<file path="src/rtl/shader_sched_pkg.sv">
// Shared types and constants for the shader warp scheduler.
package shader_sched_pkg;

    typedef enum logic [1:0] {
        IDLE,
        ISSUE,
        WAIT
    } sched_state_t;

    localparam int unsigned SCHED_INSTR_W = 32;

endpackage

</file>
<file path="src/rtl/shader_warp_scheduler_rr_arbiter.sv">
// Combinational round-robin arbiter: first set request searching upward from last_grant+1.
module rr_arbiter #(
    parameter int unsigned NUM_REQ = 4,
    parameter int unsigned IDX_W   = $clog2(NUM_REQ)
) (
    input  logic [NUM_REQ-1:0] req,
    input  logic [IDX_W-1:0]   last_grant,
    output logic [IDX_W-1:0]   grant,
    output logic               any_grant
);

    logic [IDX_W-1:0] idx;

    // Scan from farthest to nearest so the nearest hit overwrites; i == NUM_REQ wraps to last_grant.
    always_comb begin
        grant     = last_grant;
        any_grant = 1'b0;
        idx       = '0;
        for (int i = int'(NUM_REQ); i >= 1; i--) begin
            idx = last_grant + IDX_W'(i);
            if (req[idx]) begin
                grant     = idx;
                any_grant = 1'b1;
            end
        end
    end

endmodule

</file>
<file path="src/rtl/shader_warp_scheduler.sv">
// Warp scheduler: round-robin with issue quantum onto one shader core.
// Optional priority override port enabled by defining SHADER_SCHED_PRIO_EN.
module shader_warp_scheduler
    import shader_sched_pkg::*;
#(
    parameter int unsigned NUM_WARPS = 4,
    parameter int unsigned QUANTUM   = 8,
    parameter int unsigned WARP_ID_W = $clog2(NUM_WARPS)
) (
`ifdef SHADER_SCHED_PRIO_EN
    input  logic                               prio_valid,
    input  logic [WARP_ID_W-1:0]               prio_warp,
`endif
    input  logic                               clk,
    input  logic                               rst_n,
    input  logic [NUM_WARPS-1:0]               warp_valid,
    input  logic [NUM_WARPS*SCHED_INSTR_W-1:0] warp_instr,
    output logic [NUM_WARPS-1:0]               warp_ready,
    input  logic [NUM_WARPS-1:0]               warp_enable,
    output logic                               core_instr_valid,
    output logic [SCHED_INSTR_W-1:0]           core_instr,
    input  logic                               core_instr_ready,
    input  logic                               core_done,
    output logic [WARP_ID_W-1:0]               cur_warp,
    output logic                               busy,
    output logic [31:0]                        issue_cnt
);

    localparam int unsigned QCNT_W = $clog2(QUANTUM + 1);

    sched_state_t         state_q, state_d;
    logic [WARP_ID_W-1:0] sel_q, sel_d;
    logic [WARP_ID_W-1:0] last_grant_q, last_grant_d;
    logic [QCNT_W-1:0]    qcnt_q, qcnt_d;
    logic [31:0]          issue_cnt_q, issue_cnt_d;

    logic [NUM_WARPS-1:0] eligible;
    logic [WARP_ID_W-1:0] rr_grant, pick;
    logic                 rr_any, pick_any;

    assign eligible = warp_valid & warp_enable;

    rr_arbiter #(
        .NUM_REQ (NUM_WARPS),
        .IDX_W   (WARP_ID_W)
    ) u_rr_arbiter (
        .req        (eligible),
        .last_grant (last_grant_q),
        .grant      (rr_grant),
        .any_grant  (rr_any)
    );

`ifdef SHADER_SCHED_PRIO_EN
    logic prio_hit;
    assign prio_hit = prio_valid && eligible[prio_warp];
    assign pick     = prio_hit ? prio_warp : rr_grant;
    assign pick_any = prio_hit || rr_any;
`else
    assign pick     = rr_grant;
    assign pick_any = rr_any;
`endif

    always_comb begin
        state_d          = state_q;
        sel_d            = sel_q;
        last_grant_d     = last_grant_q;
        qcnt_d           = qcnt_q;
        issue_cnt_d      = issue_cnt_q;
        core_instr_valid = 1'b0;
        core_instr       = '0;
        warp_ready       = '0;
        unique case (state_q)
            IDLE: begin
                if (pick_any) begin
                    sel_d        = pick;
                    last_grant_d = pick;
                    qcnt_d       = '0;
                    state_d      = ISSUE;
                end
            end
            ISSUE: begin
                core_instr_valid  = 1'b1;
                core_instr        = warp_instr[SCHED_INSTR_W*int'(sel_q) +: SCHED_INSTR_W];
                warp_ready[sel_q] = core_instr_ready;
                // A warp withdrawing its request mid-issue is treated as a protocol abort.
                if (!warp_valid[sel_q]) begin
                    state_d = IDLE;
                end else if (core_instr_ready) begin
                    if (qcnt_q != QCNT_W'(QUANTUM)) qcnt_d = qcnt_q + 1'b1;
                    issue_cnt_d = issue_cnt_q + 32'd1;
                    state_d     = WAIT;
                end
            end
            WAIT: begin
                if (core_done) begin
                    if (qcnt_q < QCNT_W'(QUANTUM) && warp_valid[sel_q] && warp_enable[sel_q]) begin
                        state_d = ISSUE;
                    end else begin
                        state_d = IDLE;
                    end
                end
            end
            default: state_d = IDLE;
        endcase
    end

    always_ff @(posedge clk or negedge rst_n) begin
        if (!rst_n) begin
            state_q      <= IDLE;
            sel_q        <= '0;
            last_grant_q <= WARP_ID_W'(NUM_WARPS - 1);
            qcnt_q       <= '0;
            issue_cnt_q  <= '0;
        end else begin
            state_q      <= state_d;
            sel_q        <= sel_d;
            last_grant_q <= last_grant_d;
            qcnt_q       <= qcnt_d;
            issue_cnt_q  <= issue_cnt_d;
        end
    end

    assign cur_warp  = sel_q;
    assign busy      = (state_q != IDLE);
    assign issue_cnt = issue_cnt_q;

endmodule

</file>
<file path="config.mk">
export PLATFORM = sky130hd
export DESIGN_NAME = shader_warp_scheduler
export DESIGN_NICKNAME = d
export VERILOG_FILES = /design/src/rtl/shader_sched_pkg.sv /design/src/rtl/shader_warp_scheduler_rr_arbiter.sv /design/src/rtl/shader_warp_scheduler.sv
export SDC_FILE = /design/constraint.sdc
export NUM_CORES = 1
export LEC_CHECK = 0
export BUFFER_PORTS_ARGS = -buffer_cell sky130_fd_sc_hd__buf_2
export CAP_MARGIN = 20
export CORE_ASPECT_RATIO = 0.75
export CORE_MARGIN = 2
export CORE_UTILIZATION = 43
export CTS_BUF_LIST = sky130_fd_sc_hd__clkbuf_4 sky130_fd_sc_hd__clkbuf_8
export DETAILED_ROUTE_END_ITERATION = 8
export GPL_ROUTABILITY_DRIVEN = 0
export GPL_TIMING_DRIVEN = 0
export MAX_ROUTING_LAYER = met4
export PLACE_DENSITY = 0.83
export REMOVE_ABC_BUFFERS = 1
export SETUP_SLACK_MARGIN = 0.3
export SYNTH_ARGS = -nofsm -noshare
export SYNTH_HDL_FRONTEND = slang
export SYNTH_SLANG_ARGS = --single-unit
export TNS_END_PERCENT = 30
</file>
<file path="constraint.sdc">
create_clock -name clk -period 2.3 [get_ports clk]
set_clock_uncertainty 0.05 [all_clocks]
set_input_delay 0.23 -clock clk [delete_from_list [all_inputs] [get_ports clk]]
set_output_delay 0.23 -clock clk [all_outputs]
set_load 0.05 [all_outputs]
</file>
# Word-level counts from Yosys, hierarchy flattened
# Cells that the tools add are included.
[classes]
eq_ne = 9
addsub = 5
bitwise_logic = 2
n_reduce_logical = 10
shift = 1
mux = 35
magnitude_cmp = 7
[op_table]
columns = ["operator", "count"]
rows = [
  ["$shiftx A128 B8 Y32", 1],
  ["$add A32 B1 Y32 const B", 1],
  ["$mux W32", 1],
  ["$mux W4", 5],
  ["$lt A2 B3 Y1 const B", 5],
  ["$mux W2", 7],
  ["$mux W1", 13],
  ["$bmux W1 S2", 6],
  ["$ne A2 B2 Y1 const B", 5],
  ["$and A4 B4 Y4", 2],
  ["$pmux W4 S2", 1],
  ["$pmux W2 S3", 1],
  ["$reduce_and A3 Y1", 2],
  ["$reduce_and A5 Y1", 1],
  ["$add A2 B2 Y2 const B", 2],
  ["$add A4 B1 Y4 const B", 1],
  ["$lt A4 B4 Y1 const B", 1],
  ["$ne A4 B4 Y1 const B", 1],
  ["$reduce_bool A2 Y1", 2],
  ["$logic_and A1 B1 Y1", 3],
  ["$ne A3 B3 Y1 const B", 1],
  ["$add A2 B1 Y2 const B", 1],
  ["$demux W1 S2", 1],
  ["$eq A2 B1 Y1 const B", 1],
  ["other kinds (4)", 4],
]
[totals]
elab_cells = 74
output_inout_bits = 72
reg_bits = 42
in_bits = 140

# Depth between registers and ports, before layout
[logic_depth]
depth_word = 9
ltp_mapped = 7
ltp_nobuf = 6

# Cells and area by module
# From an unflattened synthesis, not the netlist that was laid out.
[hier_totals]
hier_cells = 278
area_unflattened_um2 = 3101.7
[by_module_without_submodules]
columns = ["mod", "seq_area_each_um2", "cells_per_inst", "instances", "area_each_um2"]
rows = [
  ["shader_warp_scheduler", 1053.5, 264, 1, 3019.1],
  ["rr_arbiter", 0.0, 14, 1, 82.6],
]

# Worst setup path before layout
# Ideal clock, no wire load.
[synth_timing]
path_kind = "flip-flop to output port"
startpoint = "register sel_q[1], in the netlist cur_warp[1]"
endpoint = "output warp_ready[0]"
path_slack_ns = -0.259
n_path_buf = 2
required_time_ns = 2.020
stages_incl_launch_ff = 4
arrival_time_ns = 2.279
cell_sequence = "dfrtp_1 clkbuf_1 buf_1 nor3b_1"
[synth_via]
elab_chain_len = 6
word_cells_on_any_way = 7
classes_between = "2 x order compare; 3 x mux; 1 x bitwise; 1 x reduce/logical"
[synth_rtl]
columns = ["item", "line_no", "rtl"]
rows = [
  ["start: declaration", "shader_warp_scheduler.sv:32", "logic [WARP_ID_W-1:0] sel_q, sel_d;"],
  ["start signal: assignment", "shader_warp_scheduler.sv:116", "sel_q <= sel_d;"],
  ["$lt A2 B3 Y1 (implied by the code) or $ge A2 B1 Y1 (tied branches)", "shader_warp_scheduler.sv:84", "warp_ready[sel_q] = core_instr_ready;"],
  ["$logic_and A1 B1 Y1 (implied by the code)", "shader_warp_scheduler.sv:84", ""],
  ["$mux W1 (implied by the code)", "shader_warp_scheduler.sv:84", ""],
  ["$demux W1 S2 *", "shader_warp_scheduler.sv:84", ""],
  ["$and A4 B4 Y4 (no line) *", "--", ""],
  ["$mux W4 *", "shader_warp_scheduler.sv:72", "unique case (state_q)"],
  ["end: declaration", "shader_warp_scheduler.sv:18", "output logic [NUM_WARPS-1:0] warp_ready,"],
]
# Every way passes the cells marked *; elsewhere a longest branch is shown, timed or not.

# Final worst setup path
[layout_timing]
startpoint = "register sel_q[0], in the netlist cur_warp[0]"
endpoint = "output core_instr[19]"
[layout_via]
elab_chain_len = 2
[layout_rtl]
columns = ["item", "line_no", "rtl"]
rows = [
  ["$shiftx A128 B8 Y32", "shader_warp_scheduler.sv:83", "core_instr = warp_instr[SCHED_INSTR_W*int'(sel_q) +: SCHED_INSTR_W];"],
  ["$mux W32", "shader_warp_scheduler.sv:72", ""],
  ["end: declaration", "shader_warp_scheduler.sv:21", "output logic [SCHED_INSTR_W-1:0] core_instr,"],
]
# No other way between the ends.

==> results.sh <==
export IMPL_status="finished clean"
export IMPL_ys_seq_area_share_pct=34.0
export IMPL_wl_per_cell_microns=18.6
export IMPL_rsz0062_at_grt="yes"
export IMPL_dieHeight_microns=77.5
export IMPL_hold_viol_final=0
export IMPL_layout_common_cells="buf_2, dfrtp_1, mux4_2"
export IMPL_synth_cells=282
export IMPL_setup_violations=0
export IMPL_wl_microns=11100
export IMPL_syn_avg_cell_area_sq_um=11.0
export IMPL_drtIter0Drc=102
export IMPL_crit_family="flip-flops"
export IMPL_async_reset_ff_share_pct=100
export IMPL_post_dp_hpwl_microns=8330
export IMPL_drc=0
export IMPL_dieArea_sq_um=7900
export IMPL_place_area_sq_um=4240
export IMPL_clk_latency_ns=0.30
export IMPL_cp_start_kind="flip-flop"
export IMPL_criticalPathCategory="flip-flop to output pin"
export IMPL_num_rows=26
export IMPL_power_leakage_nw=2.41
export IMPL_cp_cell_sequence="buf_12, buf_12, mux4_2, and2_4, buf_6"
export IMPL_maxCapViolCount=0
export IMPL_track_usage_pct=27.8
export IMPL_cts_path_max_buffers=2
export IMPL_cts_root_buf="clkbuf_8"
export IMPL_syn2layout_area_growth_pct=55.6
export IMPL_clk_pin_slew_ns=0.08
export IMPL_crit_fanout=6
export IMPL_grt_pass1_wl_microns=16300
export IMPL_io_pins=212
export IMPL_min_period_over_period_pct=93.0
export IMPL_syn_cell_area_sq_um=3090
export IMPL_cts_htree_levels=2
export IMPL_fin_hold_ws_ns=0.0168
export IMPL_crit_buf_inv=3
export IMPL_power_density_nw_per_um2=1330
export IMPL_synth_edf_count=0
export IMPL_layout_nets=640
export IMPL_crit_arrival_ns=1.86
export IMPL_fp_coreArea_sq_um=6900
export IMPL_grt_pass1_vias=3260
export IMPL_grt_overflow_total=0
export IMPL_floorplan_die_width_microns=102
export IMPL_ys_ff_latch=42
export IMPL_cts_tree="built"
export IMPL_timing_fmax_ghz=0.467
export IMPL_antenna_left=0
export IMPL_antenna_found_initial=2
export IMPL_cts_buffers=5
export IMPL_vias_per_cell=5.45
export IMPL_synth_distinct_cells=35
export IMPL_mostFrequentLayoutCell="buf_2"
export IMPL_slew_headroom_pct=37.4
export IMPL_worstMarginPinSlew_ns=0.938
export IMPL_dp_cells=575
export IMPL_stdcell_count=598
export IMPL_crit_path_frequent_cell="buf_12"
export IMPL_slowest_stage="dfrtp_4"
export IMPL_drive_gt1_share_pct=60.0
export IMPL_slowest_delay_ns=0.53
export IMPL_postLayoutCoreUtil_pct=69.8
export IMPL_fin_area_sq_um=4810
export IMPL_peakVddDrop_uv=1230
export IMPL_io_buffers=211
export IMPL_ys_flop_type="dfrtp_1"
export IMPL_total_power_mw=6.41
export IMPL_dr_total_vias=3261
export IMPL_grt_max_degree=43
export IMPL_endpoint_kind="output pin"
export IMPL_cp_required_ns=2.02
export IMPL_hold_path_class="input port to async pin"
export IMPL_period_minus_slack_ns=2.14
export IMPL_drv_slew=0
export IMPL_numClockSinks=42
export IMPL_yosysWarnings=0
export IMPL_drt_pre_antenna_iters=4
export IMPL_initial_core_util_pct=44.9
## path summary, 6_finish.rpt
kind                                      startpoint  cells after the start                   endpoint  slack, ns
max                          cur_warp[0]$_DFFE_PN0P_                      5             core_instr[19]       0.16
min                                            rst_n                      1  issue_cnt[14]$_DFFE_PN0P_       0.02
max reg2reg                  cur_warp[0]$_DFFE_PN0P_                      6  issue_cnt[28]$_DFFE_PN0P_       0.21
min reg2reg                issue_cnt[31]$_DFFE_PN0P_                      1  issue_cnt[31]$_DFFE_PN0P_       0.43
max in group asynchronous                      rst_n                      1    cur_warp[0]$_DFFE_PN0P_       1.48
min in group clk                           core_done                      3     state_q[1]$_DFFE_PN0P_       0.18
## sequential cells by signal, summed over array words and instances (netlist names)
name and count:
cur_warp 2, qcnt_q 4, state_q 2, issue_cnt 32, last_grant_q 2
## synthesized netlist by cell type (5+ instances only)
library cell   n  area (sq um)
and4_1         8          70.1
nand3_1       16          80.1
and2_1        36           225
nand4_1       13          81.3
nand2_1       20          75.1
buf_2          6          30.0
xnor2_1       28           245
inv_1          5          18.8
nor2_1        11          41.3
clkbuf_1      10          37.5
a21oi_1        5          25.0
and3_1        11          68.8
dfrtp_1       40          1000
o21ai_0        6          30.0
mux4_2        34           766
## cell type report
type | count | area (sq um)
antenna | 2 | 5.00
inverter | 5 | 18.8
multi-input combinational | 217 | 2010
fill | 529 | 2080
tap | 98 | 123
sequential | 42 | 1060
clock buffer | 6 | 76.3
clock inverter | 2 | 13.8
timing repair buffer | 226 | 1510
## logic make-up (layout without fill, tap and decap cells)
logic type | after synthesis | in the layout | share of synthesized area [%]
other cells | 0 | 2 | 0
compound gates | 24 | 24 | 4.89
simple gates | 123 | 123 | 22.6
mux | 36 | 36 | 25.4
flops | 42 | 42 | 34.0
xor+xnor | 31 | 31 | 8.78
fa+ha+maj | 3 | 3 | 1.21
buf+inv | 23 | 239 | 3.03
## worst reg2reg max path: stages (launching register included)
cell	delay [ns]
dfrtp_4	0.53
buf_4	0.17
mux4_2	0.41
and4_2	0.36
and3_1	0.21
nand4_1	0.12
xnor2_1	0.14
## metrics by stage
stage                     TNS [ns]  worst slack, ns
after floorplan             -63.12            -1.15
after global placement      -72.82            -1.51
after CTS                        0            0.159
final                            0            0.160
after global routing             0            0.107
after detailed placement     -3.48           -0.582
## power by group
group	internal [mW]	switching, mW	total (mW)	leakage, nW
Sequential	0.873	0.237	1.11	0.563
Combinational	2.17	2.64	4.81	1.80
Clock	0.226	0.257	0.483	0.0486
Total	3.27	3.13	6.41	2.41
## routing by layer
layer | wire (microns) | GRT usage [%]
met5 | 0 | -
met4 | 292 | 9.73
met3 | 684 | 5.05
met2 | 5640 | 45.0
met1 | 4520 | 35.4
## timing repair
| item | in CTS | in global routing |
|---|---|---|
| hold buffers | 0 | 0 |
| resized for setup | 90 | 7 |
| setup buffers | 10 | 0 |
| setup endpoints to repair | 71 | 44 |
| cloned | 3 | 0 |
| pin swaps | 2 | 0 |
No activity file was read; power rests on OpenSTA's default activity.
